File: config.mk
export PLATFORM = sky130hd
export DESIGN_NAME = multicycle_control_flat
export DESIGN_NICKNAME = d
export VERILOG_FILES = /design/src/rtl/mc_pkg.sv /design/src/rtl/multicycle_control_if.sv /design/src/rtl/cond_unit.sv /design/src/rtl/multicycle_control.sv /design/src/flat_wrapper.sv
export SDC_FILE = /design/constraint.sdc
export NUM_CORES = 1
export LEC_CHECK = 0
export BUFFER_PORTS_ARGS = -buffer_cell sky130_fd_sc_hd__buf_4
export CORE_MARGIN = 3
export CORE_UTILIZATION = 35
export CTS_CLUSTER_DIAMETER = 50
export DETAILED_ROUTE_END_ITERATION = 10
export SETUP_SLACK_MARGIN = 0.5
export SLEW_MARGIN = 20
export SYNTH_ARGS = -nofsm -noshare
export SYNTH_HDL_FRONTEND = slang
export SYNTH_HIERARCHICAL = 1
export SYNTH_SLANG_ARGS = --single-unit
File: constraint.sdc
create_clock -name CLK -period 5.8 [get_ports CLK]
set_clock_uncertainty 0.05 [all_clocks]
set_input_delay 0 -clock CLK [delete_from_list [all_inputs] [get_ports CLK]]
set_output_delay 0 -clock CLK [all_outputs]
set_load 0.05 [all_outputs]
File: src/rtl/mc_pkg.sv
// Shared encodings for the multicycle ARM control unit and its datapath.
package mc_pkg;

  localparam int unsigned STATE_W = 4;

  typedef enum logic [STATE_W-1:0] {
    S_FETCH  = 4'd0,
    S_DECODE = 4'd1,
    S_MEMADR = 4'd2,
    S_MEMRD  = 4'd3,
    S_MEMWB  = 4'd4,
    S_MEMWR  = 4'd5,
    S_EXECR  = 4'd6,
    S_EXECI  = 4'd7,
    S_ALUWB  = 4'd8,
    S_BRANCH = 4'd9
  } state_e;

  localparam logic [1:0] ALU_ADD = 2'b00;
  localparam logic [1:0] ALU_SUB = 2'b01;
  localparam logic [1:0] ALU_AND = 2'b10;
  localparam logic [1:0] ALU_ORR = 2'b11;

  localparam logic [1:0] OP_DP  = 2'b00;
  localparam logic [1:0] OP_MEM = 2'b01;
  localparam logic [1:0] OP_BR  = 2'b10;
  localparam logic [1:0] OP_NOP = 2'b11;

  localparam logic [1:0] RES_ALUOUT    = 2'b00;
  localparam logic [1:0] RES_DATA      = 2'b01;
  localparam logic [1:0] RES_ALURESULT = 2'b10;

  localparam logic [1:0] SRCB_RD2  = 2'b00;
  localparam logic [1:0] SRCB_IMM  = 2'b01;
  localparam logic [1:0] SRCB_FOUR = 2'b10;

  localparam logic [3:0] CMD_AND = 4'b0000;
  localparam logic [3:0] CMD_SUB = 4'b0010;
  localparam logic [3:0] CMD_ADD = 4'b0100;
  localparam logic [3:0] CMD_CMP = 4'b1010;
  localparam logic [3:0] CMD_ORR = 4'b1100;

endpackage

File: src/rtl/multicycle_control_if.sv
// Instruction-field inputs and control outputs between datapath and control unit.
interface multicycle_control_if;
  logic [3:0] Cond;
  logic [1:0] Op;
  logic [5:0] Funct;
  logic [3:0] Rd;
  logic [3:0] ALUFlags;
  logic       PCWrite;
  logic       AdrSrc;
  logic       MemWrite;
  logic       IRWrite;
  logic [1:0] ResultSrc;
  logic       ALUSrcA;
  logic [1:0] ALUSrcB;
  logic [1:0] ALUControl;
  logic [1:0] ImmSrc;
  logic [1:0] RegSrc;
  logic       RegWrite;
  logic [3:0] State;

  modport master (
    output Cond, Op, Funct, Rd, ALUFlags,
    input  PCWrite, AdrSrc, MemWrite, IRWrite, ResultSrc, ALUSrcA, ALUSrcB,
           ALUControl, ImmSrc, RegSrc, RegWrite, State
  );

  modport slave (
    input  Cond, Op, Funct, Rd, ALUFlags,
    output PCWrite, AdrSrc, MemWrite, IRWrite, ResultSrc, ALUSrcA, ALUSrcB,
           ALUControl, ImmSrc, RegSrc, RegWrite, State
  );
endinterface

File: src/rtl/cond_unit.sv
// NZCV flag registers and condition-field evaluation against the stored flags.
module cond_unit (
  input  logic       CLK,
  input  logic       RST,
  input  logic [3:0] Cond,
  input  logic [3:0] ALUFlags,
  input  logic [1:0] FlagW,
  input  logic       FlagEn,
  output logic       CondEx
);
  logic [1:0] nz_q, nz_d;
  logic [1:0] cv_q, cv_d;
  logic       n, z, c, v;

  assign {n, z} = nz_q;
  assign {c, v} = cv_q;

  always_ff @(posedge CLK or posedge RST) begin
    if (RST) begin
      nz_q <= 2'b00;
      cv_q <= 2'b00;
    end else begin
      nz_q <= nz_d;
      cv_q <= cv_d;
    end
  end

  // A failed condition also blocks the flag update of its own instruction
  always_comb begin
    nz_d = nz_q;
    cv_d = cv_q;
    if (FlagEn && CondEx && FlagW[1]) nz_d = ALUFlags[3:2];
    if (FlagEn && CondEx && FlagW[0]) cv_d = ALUFlags[1:0];
  end

  always_comb begin
    CondEx = 1'b0;
    case (Cond)
      4'b0000: CondEx = z;
      4'b0001: CondEx = ~z;
      4'b0010: CondEx = c;
      4'b0011: CondEx = ~c;
      4'b0100: CondEx = n;
      4'b0101: CondEx = ~n;
      4'b0110: CondEx = v;
      4'b0111: CondEx = ~v;
      4'b1000: CondEx = c & ~z;
      4'b1001: CondEx = ~c | z;
      4'b1010: CondEx = ~(n ^ v);
      4'b1011: CondEx = n ^ v;
      4'b1100: CondEx = ~z & ~(n ^ v);
      4'b1101: CondEx = z | (n ^ v);
      4'b1110: CondEx = 1'b1;
      default: CondEx = 1'b0;
    endcase
  end
endmodule

File: src/rtl/multicycle_control.sv
// Multicycle ARM control FSM: sequences fetch/decode/execute/memory/writeback
// and gates architectural writes on the condition field.
module multicycle_control
  import mc_pkg::*;
(
  input logic                 CLK,
  input logic                 RST,
  multicycle_control_if.slave bus
);
  state_e     state_q, state_d;
  logic       ir_w, reg_w, mem_w, branch, alu_wb;
  logic       adr_src, alu_src_a;
  logic [1:0] res_src, alu_src_b, alu_ctl;
  logic [1:0] dec_alu;
  logic       dec_nowrite;
  logic [1:0] flag_w;
  logic       cond_ex, flag_en, reg_write;

  always_ff @(posedge CLK or posedge RST) begin
    if (RST) state_q <= S_FETCH;
    else     state_q <= state_d;
  end

  // Data-processing command decode; unknown commands neither write nor set flags
  always_comb begin
    dec_alu     = ALU_ADD;
    dec_nowrite = 1'b1;
    flag_w      = 2'b00;
    case (bus.Funct[4:1])
      CMD_ADD: begin dec_alu = ALU_ADD; dec_nowrite = 1'b0; flag_w = {2{bus.Funct[0]}}; end
      CMD_SUB: begin dec_alu = ALU_SUB; dec_nowrite = 1'b0; flag_w = {2{bus.Funct[0]}}; end
      CMD_AND: begin dec_alu = ALU_AND; dec_nowrite = 1'b0; flag_w = {bus.Funct[0], 1'b0}; end
      CMD_ORR: begin dec_alu = ALU_ORR; dec_nowrite = 1'b0; flag_w = {bus.Funct[0], 1'b0}; end
      CMD_CMP: begin dec_alu = ALU_SUB; dec_nowrite = 1'b1; flag_w = {2{bus.Funct[0]}}; end
      default: ;
    endcase
  end

  always_comb begin
    state_d   = S_FETCH;
    ir_w      = 1'b0;
    reg_w     = 1'b0;
    mem_w     = 1'b0;
    branch    = 1'b0;
    alu_wb    = 1'b0;
    adr_src   = 1'b0;
    alu_src_a = 1'b0;
    alu_src_b = SRCB_RD2;
    alu_ctl   = ALU_ADD;
    res_src   = RES_ALUOUT;
    case (state_q)
      S_FETCH: begin
        ir_w = 1'b1; alu_src_a = 1'b1; alu_src_b = SRCB_FOUR; res_src = RES_ALURESULT;
        state_d = S_DECODE;
      end
      S_DECODE: begin
        alu_src_a = 1'b1; alu_src_b = SRCB_FOUR; res_src = RES_ALURESULT;
        case (bus.Op)
          OP_MEM:  state_d = S_MEMADR;
          OP_DP:   state_d = bus.Funct[5] ? S_EXECI : S_EXECR;
          OP_BR:   state_d = S_BRANCH;
          default: state_d = S_FETCH;
        endcase
      end
      S_MEMADR: begin
        alu_src_b = SRCB_IMM;
        state_d   = bus.Funct[0] ? S_MEMRD : S_MEMWR;
      end
      S_MEMRD:  begin adr_src = 1'b1; state_d = S_MEMWB; end
      S_MEMWB:  begin res_src = RES_DATA; reg_w = 1'b1; end
      S_MEMWR:  begin adr_src = 1'b1; mem_w = 1'b1; end
      S_EXECR:  begin alu_ctl = dec_alu; state_d = S_ALUWB; end
      S_EXECI:  begin alu_src_b = SRCB_IMM; alu_ctl = dec_alu; state_d = S_ALUWB; end
      S_ALUWB:  begin reg_w = 1'b1; alu_wb = 1'b1; end
      S_BRANCH: begin alu_src_b = SRCB_IMM; res_src = RES_ALURESULT; branch = 1'b1; end
      default:  ;
    endcase
  end

  cond_unit u_cond (
    .CLK      (CLK),
    .RST      (RST),
    .Cond     (bus.Cond),
    .ALUFlags (bus.ALUFlags),
    .FlagW    (flag_w),
    .FlagEn   (flag_en),
    .CondEx   (cond_ex)
  );

  assign flag_en   = (state_q == S_EXECR) || (state_q == S_EXECI);
  assign reg_write = reg_w & cond_ex & ~(alu_wb & dec_nowrite);

  // Write strobes drop combinationally while reset is held
  assign bus.RegWrite   = reg_write & ~RST;
  assign bus.MemWrite   = mem_w & cond_ex & ~RST;
  assign bus.IRWrite    = ir_w & ~RST;
  assign bus.PCWrite    = ~RST & ((state_q == S_FETCH) | (branch & cond_ex) |
                                  (reg_write & (bus.Rd == 4'd15)));
  assign bus.AdrSrc     = adr_src;
  assign bus.ResultSrc  = res_src;
  assign bus.ALUSrcA    = alu_src_a;
  assign bus.ALUSrcB    = alu_src_b;
  assign bus.ALUControl = alu_ctl;
  assign bus.ImmSrc     = bus.Op;
  assign bus.RegSrc     = {bus.Op == OP_MEM, bus.Op == OP_BR};
  assign bus.State      = state_q;
endmodule

File: src/flat_wrapper.sv
// flat-port wrapper written by rule: the top's interface ports become plain ports
module multicycle_control_flat import mc_pkg::*;
  (CLK, RST, bus_Cond, bus_Op, bus_Funct, bus_Rd, bus_ALUFlags, bus_PCWrite, bus_AdrSrc, bus_MemWrite, bus_IRWrite, bus_ResultSrc, bus_ALUSrcA, bus_ALUSrcB, bus_ALUControl, bus_ImmSrc, bus_RegSrc, bus_RegWrite, bus_State);
  multicycle_control_if bus_i ();
  input logic CLK;
  input logic RST;
  input wire logic [$bits(bus_i.Cond)-1:0] bus_Cond;
  input wire logic [$bits(bus_i.Op)-1:0] bus_Op;
  input wire logic [$bits(bus_i.Funct)-1:0] bus_Funct;
  input wire logic [$bits(bus_i.Rd)-1:0] bus_Rd;
  input wire logic [$bits(bus_i.ALUFlags)-1:0] bus_ALUFlags;
  output wire logic [$bits(bus_i.PCWrite)-1:0] bus_PCWrite;
  output wire logic [$bits(bus_i.AdrSrc)-1:0] bus_AdrSrc;
  output wire logic [$bits(bus_i.MemWrite)-1:0] bus_MemWrite;
  output wire logic [$bits(bus_i.IRWrite)-1:0] bus_IRWrite;
  output wire logic [$bits(bus_i.ResultSrc)-1:0] bus_ResultSrc;
  output wire logic [$bits(bus_i.ALUSrcA)-1:0] bus_ALUSrcA;
  output wire logic [$bits(bus_i.ALUSrcB)-1:0] bus_ALUSrcB;
  output wire logic [$bits(bus_i.ALUControl)-1:0] bus_ALUControl;
  output wire logic [$bits(bus_i.ImmSrc)-1:0] bus_ImmSrc;
  output wire logic [$bits(bus_i.RegSrc)-1:0] bus_RegSrc;
  output wire logic [$bits(bus_i.RegWrite)-1:0] bus_RegWrite;
  output wire logic [$bits(bus_i.State)-1:0] bus_State;
  assign bus_i.Cond = bus_Cond;
  assign bus_i.Op = bus_Op;
  assign bus_i.Funct = bus_Funct;
  assign bus_i.Rd = bus_Rd;
  assign bus_i.ALUFlags = bus_ALUFlags;
  assign bus_PCWrite = bus_i.PCWrite;
  assign bus_AdrSrc = bus_i.AdrSrc;
  assign bus_MemWrite = bus_i.MemWrite;
  assign bus_IRWrite = bus_i.IRWrite;
  assign bus_ResultSrc = bus_i.ResultSrc;
  assign bus_ALUSrcA = bus_i.ALUSrcA;
  assign bus_ALUSrcB = bus_i.ALUSrcB;
  assign bus_ALUControl = bus_i.ALUControl;
  assign bus_ImmSrc = bus_i.ImmSrc;
  assign bus_RegSrc = bus_i.RegSrc;
  assign bus_RegWrite = bus_i.RegWrite;
  assign bus_State = bus_i.State;
  multicycle_control u_core (.CLK(CLK), .RST(RST), .bus(bus_i));
endmodule
==> run_results.csv, run 1 <==
group,metric,value,unit
route,drtPass1Iterations,4,
worst_setup_path,startpoint_type,"register",
clocking,cts_sinks,8,
cells_and_area,design.final.nets,171,
floorplanning,die_area,0.00315,mm^2
route,via_per_inst,5.15,
floorplanning,fp.coreArea,0.00230,mm^2
global_route,grt_pass1_vias,886,
worst_setup_path,crit_path_end_kind,"output port",
cells_and_area,final.fill_count,218,
route,drt-wirelength-per-cell,13.3,um
route,drt_drc_violations_left,0,
yosys,number_of_nets_in_the_synthesized_netlist,126,
worst_setup_path,worst-path-max-fanout,4,
place,place.detailed.instances,166,
yosys,synth-main-ff-cell,"sky130_fd_sc_hd__dfrtp_1",
sta,final_min_period_over_clock_period,0.440,
route,via_count,902,
yosys,cell_taking_the_most_area_after_synthesis,"sky130_fd_sc_hd__dfrtp_1",
clocking,max-clock-path-buffers,2,
cells_and_area,area_growth_from_synthesis_to_layout,43.0,%
worst_setup_path,rr_startpoint,"u_core/bus.State[1]",
yosys,synth-async-reset-ratio,1.00,
sta,grt_setup_unrepaired,"no",
global_route,wire_length_of_the_first_global_routing_pass,3910,um
floorplanning,starting_utilization_of_the_core_area,0.383,
cells_and_area,drive_above_1_share,0.361,
cells_and_area,antennaDiodeCount,0,
sta,worst_pin_slew,0.434,ns
yosys,ys.warnings.count,6,
worst_setup_path,slowest_delay,0.42,ns
yosys,netlist_area,880,um^2
run_status,run_status,"complete, no violations",
worst_setup_path,worst-endpoint-arrival,2.50,ns
yosys,ys_top_cells_by_area,"sky130_fd_sc_hd__dfrtp_1 23%, sky130_fd_sc_hd__mux2_1 5.1%, sky130_fd_sc_hd__nor2_1 4.3%",
sta,finalSetupViolations,0,
yosys,yosys.cell_types.count,44,
worst_setup_path,path_buf_inv,1,
sta,fmaxAchievable,392,MHz
global_route,globalRouteOverflowTotal,0,
yosys,syn_avg_cell_area,8.46,um^2
yosys,ys_ff_latch,8,
floorplanning,row_count,17,
clocking,insertion_delay,0.24,ns
worst_setup_path,timing.critical_path.cells,"or3b_1 -> a21oi_1 -> and4bb_4 -> o21ai_0 -> nand2b_1 -> a2111o_1 -> o31ai_2 -> buf_4",
clocking,clk_slew_on_worst_s_h_paths,0.05,ns
yosys,yosysSeqAreaShare,0.228,
yosys,synthMostInstantiatedCell,"sky130_fd_sc_hd__nor2_1",
place,portBuffers,41,
sta,final.min_clock_period,2.55,ns
pwr,power_per_cell_area,477,mW/mm^2
sta,tns,0,ns
floorplanning,die_h,56.1,um
pwr,power_leakage,0.584,nW
sta,final_hold_viol_count,0,
route,drt-total-wl,2330,um
place,place_congestion,0.709,
worst_setup_path,crit_path_start,"u_core/u_cond/cv_q[1]",
clocking,cts_max_level,1,
flow_run,max_cap_viol_count,0,
worst_setup_path,worst-r2r-setup-slack,3.69,ns
worst_setup_path,critical-path-top-delay-family,"compound AO/OA/AOI/OAI gates",
global_route,maximum_number_of_pins_on_one_net_before_global_route_repair,14,
floorplanning,num_io_pins,42,
cells_and_area,finalNonFillerCells,175,
route,antenna_left,0,
pwr,irDropWorstVdd,0.000406,V
yosys,post-synth-top-area-fraction,0.228,
floorplanning,die_width,56.1,um
global_route,grt_usage,0.150,
yosys,synth_common_cells,"10 x sky130_fd_sc_hd__nor2_1, 8 x sky130_fd_sc_hd__dfrtp_1, 7 x sky130_fd_sc_hd__a21oi_1, 7 x sky130_fd_sc_hd__inv_1",
clocking,clk_root_buffer_cell,"sky130_fd_sc_hd__clkbuf_4",
worst_setup_path,critPathKind,"register to output port",
sta,timing.final.max_slew_violations,0,
sta,slew-limit-headroom,0.710,
yosys,synth-edff-count,0,
worst_setup_path,critical-path-slowest-cell,"sky130_fd_sc_hd__a2111o_1",
hold_path,timing.hold.worst.class,"primary input to register",
global_route,grt_antenna_before_repair,0,
yosys,postSynthCellCount,104,
clocking,cts_tree,"yes",
worst_setup_path,cp_data_required_time,5.75,ns
hold_path,holdCritStartpoint,"bus_Funct[5]",
route,detailedRoute.firstIterationViolations,20,
place,dp.final_hpwl,1870,um
clocking,numCtsBuffers,3,
-- cell usage in the layout (no fill, tap or decap), types with 4 or more instances in the layout --
cell type	count
sky130_fd_sc_hd__nand2b_1	4
sky130_fd_sc_hd__nor3_1	4
sky130_fd_sc_hd__nand2_1	4
sky130_fd_sc_hd__nor2_1	10
sky130_fd_sc_hd__mux2_1	4
sky130_fd_sc_hd__inv_1	7
sky130_fd_sc_hd__buf_4	41
sky130_fd_sc_hd__dlygate4sd3_1	6
sky130_fd_sc_hd__a21oi_1	7
sky130_fd_sc_hd__nor2b_1	4
sky130_fd_sc_hd__dfrtp_1	8
-- final timing paths --
kind	endpoint	depth (start not counted)
min in group asynchronous	u_core/bus.State[3]	3
setup reg to reg	u_core/u_cond/nz_q[1]	7
hold / removal	u_core/bus.State[0]	3
hold reg to reg	u_core/u_cond/cv_q[1]	1
setup / recovery	bus_PCWrite	8
max in group asynchronous	u_core/u_cond/cv_q[0]	3
-- worst min-delay path: cells and delay by family --
kind / cells / cell delay (ns)
AOI/OAI and AO/OA: 2 / 0.20
buffers and inverters: 1 / 0.07
-- power breakdown --
group / switching [W] / internal (W) / leakage [nW]
Sequential: 0.0000481 / 0.0000751 / 0.107
Clock: 0.0000173 / 0.0000236 / 0.0138
Combinational: 0.000292 / 0.000144 / 0.463
-- state kept, by name, indices dropped and copies added, names as in the netlist --
name	cells
u_core/u_cond/cv_q	2
u_core/bus.State	4
u_core/u_cond/nz_q	2
-- kinds of logic after synthesis --
kind of cell    synth area share
xor+xnor                  0.0498
compound gates             0.229
mux                       0.0910
simple gates               0.319
buf+inv                   0.0839
flops                      0.228
-- cell type report --
type / instances / area (um^2) / share of cell area
Tap cell: 28 / 35.0 / 0.0279
Inverter: 7 / 26.3 / 0.0209
Clock buffer: 3 / 22.5 / 0.0179
Multi-Input combinational cell: 82 / 606 / 0.482
Timing Repair Buffer: 47 / 368 / 0.293
Sequential cell: 8 / 200 / 0.159
-- repair_timing --
item,4_1_cts,5_1_grt
gates resized for setup,0,0
hold buffers,6,0
hold endpoints to repair,13,0
buffers inserted,0,0
-- routing by layer --
layer / share of wire / track usage / vias up
met5: 0 / 0 / -
met2: 0.50 / 0.267 / 32
met3: 0.057 / 0.0162 / 0
met1: 0.44 / 0.185 / 407
met4: 0 / 0.0508 / 0
li1: - / - / 463
-- metrics by stage --
step	setup WS, ns	hold slack, ns	total power (W)	util	area [um^2]
2_1_floorplan	3.08	-0.284	0.000442	-	880
3_3_place_gp	3.55	-0.126	0.000557	0.511	1170
3_5_place_dp	3.50	-0.118	0.000557	0.511	1170
4_1_cts	3.23	0.0284	0.000604	0.547	1260
5_1_grt	3.08	0.0293	0.000635	0.547	1260
6_report	3.25	0.0230	0.000600	0.547	1260
Power figures use the tool's default switching activity.
==> run 2: changes to the inputs <==
clock period = 2.6 ns   (was 5.8 ns; I/O delays follow)
==> run_results.csv, run 2 (same netlist as run 1, synthesis figures left out) <==
group,metric,value,unit
clocking,cts_sinks,8,
clocking,clk_root_buffer_cell,"sky130_fd_sc_hd__clkbuf_4",
floorplanning,num_io_pins,42,
sta,final.min_clock_period,2.40,ns
hold_path,timing.hold.worst.class,"primary input to register",
floorplanning,die_area,0.00315,mm^2
worst_setup_path,slowest_delay,0.43,ns
global_route,wire_length_of_the_first_global_routing_pass,4330,um
route,antenna_left,0,
cells_and_area,drive_above_1_share,0.455,
route,dr_top_layer,"met3",
sta,grt_setup_unrepaired,"yes",
clocking,insertion_delay,0.25,ns
sta,final_hold_viol_count,0,
worst_setup_path,timing.critical_path.cells,"xnor2_1 -> a22oi_1 -> mux2i_1 -> o21ai_2 -> and3_1 -> o21ai_0 -> o31ai_4 -> buf_6",
run_status,run_status,"complete, no violations",
clocking,max-clock-path-buffers,2,
route,drt-total-wl,2530,um
sta,worst_hold_slack,0.0352,ns
worst_setup_path,critical-path-slowest-cell,"sky130_fd_sc_hd__dfrtp_1",
cells_and_area,mostFrequentLayoutCell,"sky130_fd_sc_hd__buf_4",
floorplanning,starting_utilization_of_the_core_area,0.383,
cells_and_area,final.fill_count,210,
pwr,irDropWorstVdd,0.000920,V
global_route,maximum_number_of_pins_on_one_net_before_global_route_repair,13,
sta,tns,0,ns
worst_setup_path,crit_path_start,"u_core/u_cond/nz_q[1]",
route,met2_length,1420,um
pwr,power_leakage,0.628,nW
global_route,grt_antenna_before_repair,0,
cells_and_area,area_growth_from_synthesis_to_layout,57.5,%
worst_setup_path,path_depth_of_the_worst_reg2reg_path,7,
route,detailedRoute.firstIterationViolations,19,
floorplanning,fp.coreArea,0.00230,mm^2
worst_setup_path,worst-endpoint-arrival,2.35,ns
worst_setup_path,stages_on_the_worst_setup_path,8,
clocking,numCtsBuffers,3,
sta,final_min_period_over_clock_period,0.924,
route,drtPass1Iterations,2,
flow_run,max_cap_viol_count,0,
cells_and_area,layout_common_cells,"46 x sky130_fd_sc_hd__buf_4, 10 x sky130_fd_sc_hd__nor2_1, 7 x sky130_fd_sc_hd__inv_1, 7 x sky130_fd_sc_hd__dfrtp_1",
worst_setup_path,critical-path-top-delay-family,"compound AO/OA/AOI/OAI gates",
place,dp.final_hpwl,1930,um
route,via_count,959,
worst_setup_path,critPathKind,"register to output port",
pwr,power.total,0.00148,W
route,via_per_inst,5.27,
cells_and_area,antennaDiodeCount,0,
route,met3_wire_len,85,um
global_route,grt_pass1_vias,973,
sta,finalSetupViolations,0,
worst_setup_path,startpoint_type,"register",
global_route,globalRouteOverflowTotal,0,
place,place_congestion,0.820,
worst_setup_path,worst-r2r-setup-slack,0.69,ns
global_route,grt_usage,0.166,
clocking,cts_tree,"yes",
floorplanning,die_h,56.1,um
floorplanning,die_width,56.1,um
worst_setup_path,path_buf_inv,1,
worst_setup_path,critical_path.endpoint,"bus_PCWrite",
worst_setup_path,crit-reg2reg-capture,"u_core/u_cond/cv_q[1]",
sta,worst_pin_slew,0.437,ns
route,drt-wirelength-per-cell,13.9,um
cells_and_area,design.final.nets,178,
clocking,cts_max_level,1,
route,route.layer.met1.wl,1030,um
worst_setup_path,cp_data_required_time,2.55,ns
floorplanning,row_count,17,
pwr,power_per_cell_area,1070,mW/mm^2
sta,fmaxAchievable,416,MHz
worst_setup_path,crit_path_end_kind,"output port",
worst_setup_path,rr_startpoint,"u_core/bus.State[3]",
sta,timing.final.max_slew_violations,0,
clocking,clk_slew_on_worst_s_h_paths,0.06,ns
sta,slew-limit-headroom,0.709,
cells_and_area,largest_register_ff_count,4,
place,portBuffers,41,
worst_setup_path,worst-path-max-fanout,5,
route,drt_drc_violations_left,0,
## run 2: cell count changes in the layout (fill, tap and decap cells not counted), sizes merged
cell  previous run  this run
buf             41        48
## run 2: per-layer routing
metal	GRT usage	vias up
met2	0.316	22
met5	0	-
met1	0.200	458
met4	0.0203	0
li1	-	479
met3	0.0209	0
## run 2: worst reg2reg max path, delay by kind of cell, from the launching register on
kind | cells | cell delay, ns
AOI/OAI and AO/OA | 2 | 0.35
buffers and inverters | 1 | 0.10
DFF | 1 | 0.37
muxes | 1 | 0.34
and+or+nand+nor | 3 | 0.60
## run 2: area by class of cell
class                   instances  area [um^2]  area share
multi-input cells              82          672       0.485
repair buffers                 54          428       0.309
flip-flops and latches          8          201       0.145
well taps                      28         35.0      0.0253
inverters                       7         26.3      0.0190
clock buffers                   3         22.5      0.0163
## run 2: power breakdown
part           switching, W  internal [W]  leakage [nW]  total [W]
combinational      0.000754      0.000399         0.509    0.00115
clock             0.0000398     0.0000527        0.0138  0.0000924
sequential        0.0000597      0.000170         0.105   0.000230
## run 2: worst min-delay path by stage
stage,start,to,slack (ns),cells past startpoint
finish,bus_Op[1],u_core/bus.State[3],0.04,3
detailed placement,RST,u_core/bus.State[0],-0.12,2
global placement,RST,u_core/bus.State[2],-0.12,2
global route,bus_Op[1],u_core/bus.State[3],0.06,3
floorplan,RST,u_core/bus.State[0],-0.28,1
CTS,bus_Op[1],u_core/bus.State[3],0.02,3
## run 2: metrics by stage
step | cells | worst slack [ns] | utilization | instance area [um^2]
after floorplan | 104 | 0.403 | - | 942
after global placement | 168 | 0.450 | 0.545 | 1250
after detailed placement | 168 | 0.413 | 0.545 | 1250
after CTS | 178 | 0.214 | 0.588 | 1350
after global routing | 182 | 0.0931 | 0.603 | 1390
final | 182 | 0.197 | 0.603 | 1390
## run 2: repair_timing
item | 4_1_cts | 5_1_grt
endpoints found under the setup margin | 2 | 6
resized for setup | 2 | 2
buffers inserted | 1 | 4
hold buffers | 6 | 0
hold endpoints to repair | 13 | 0
pin swaps | 1 | 0
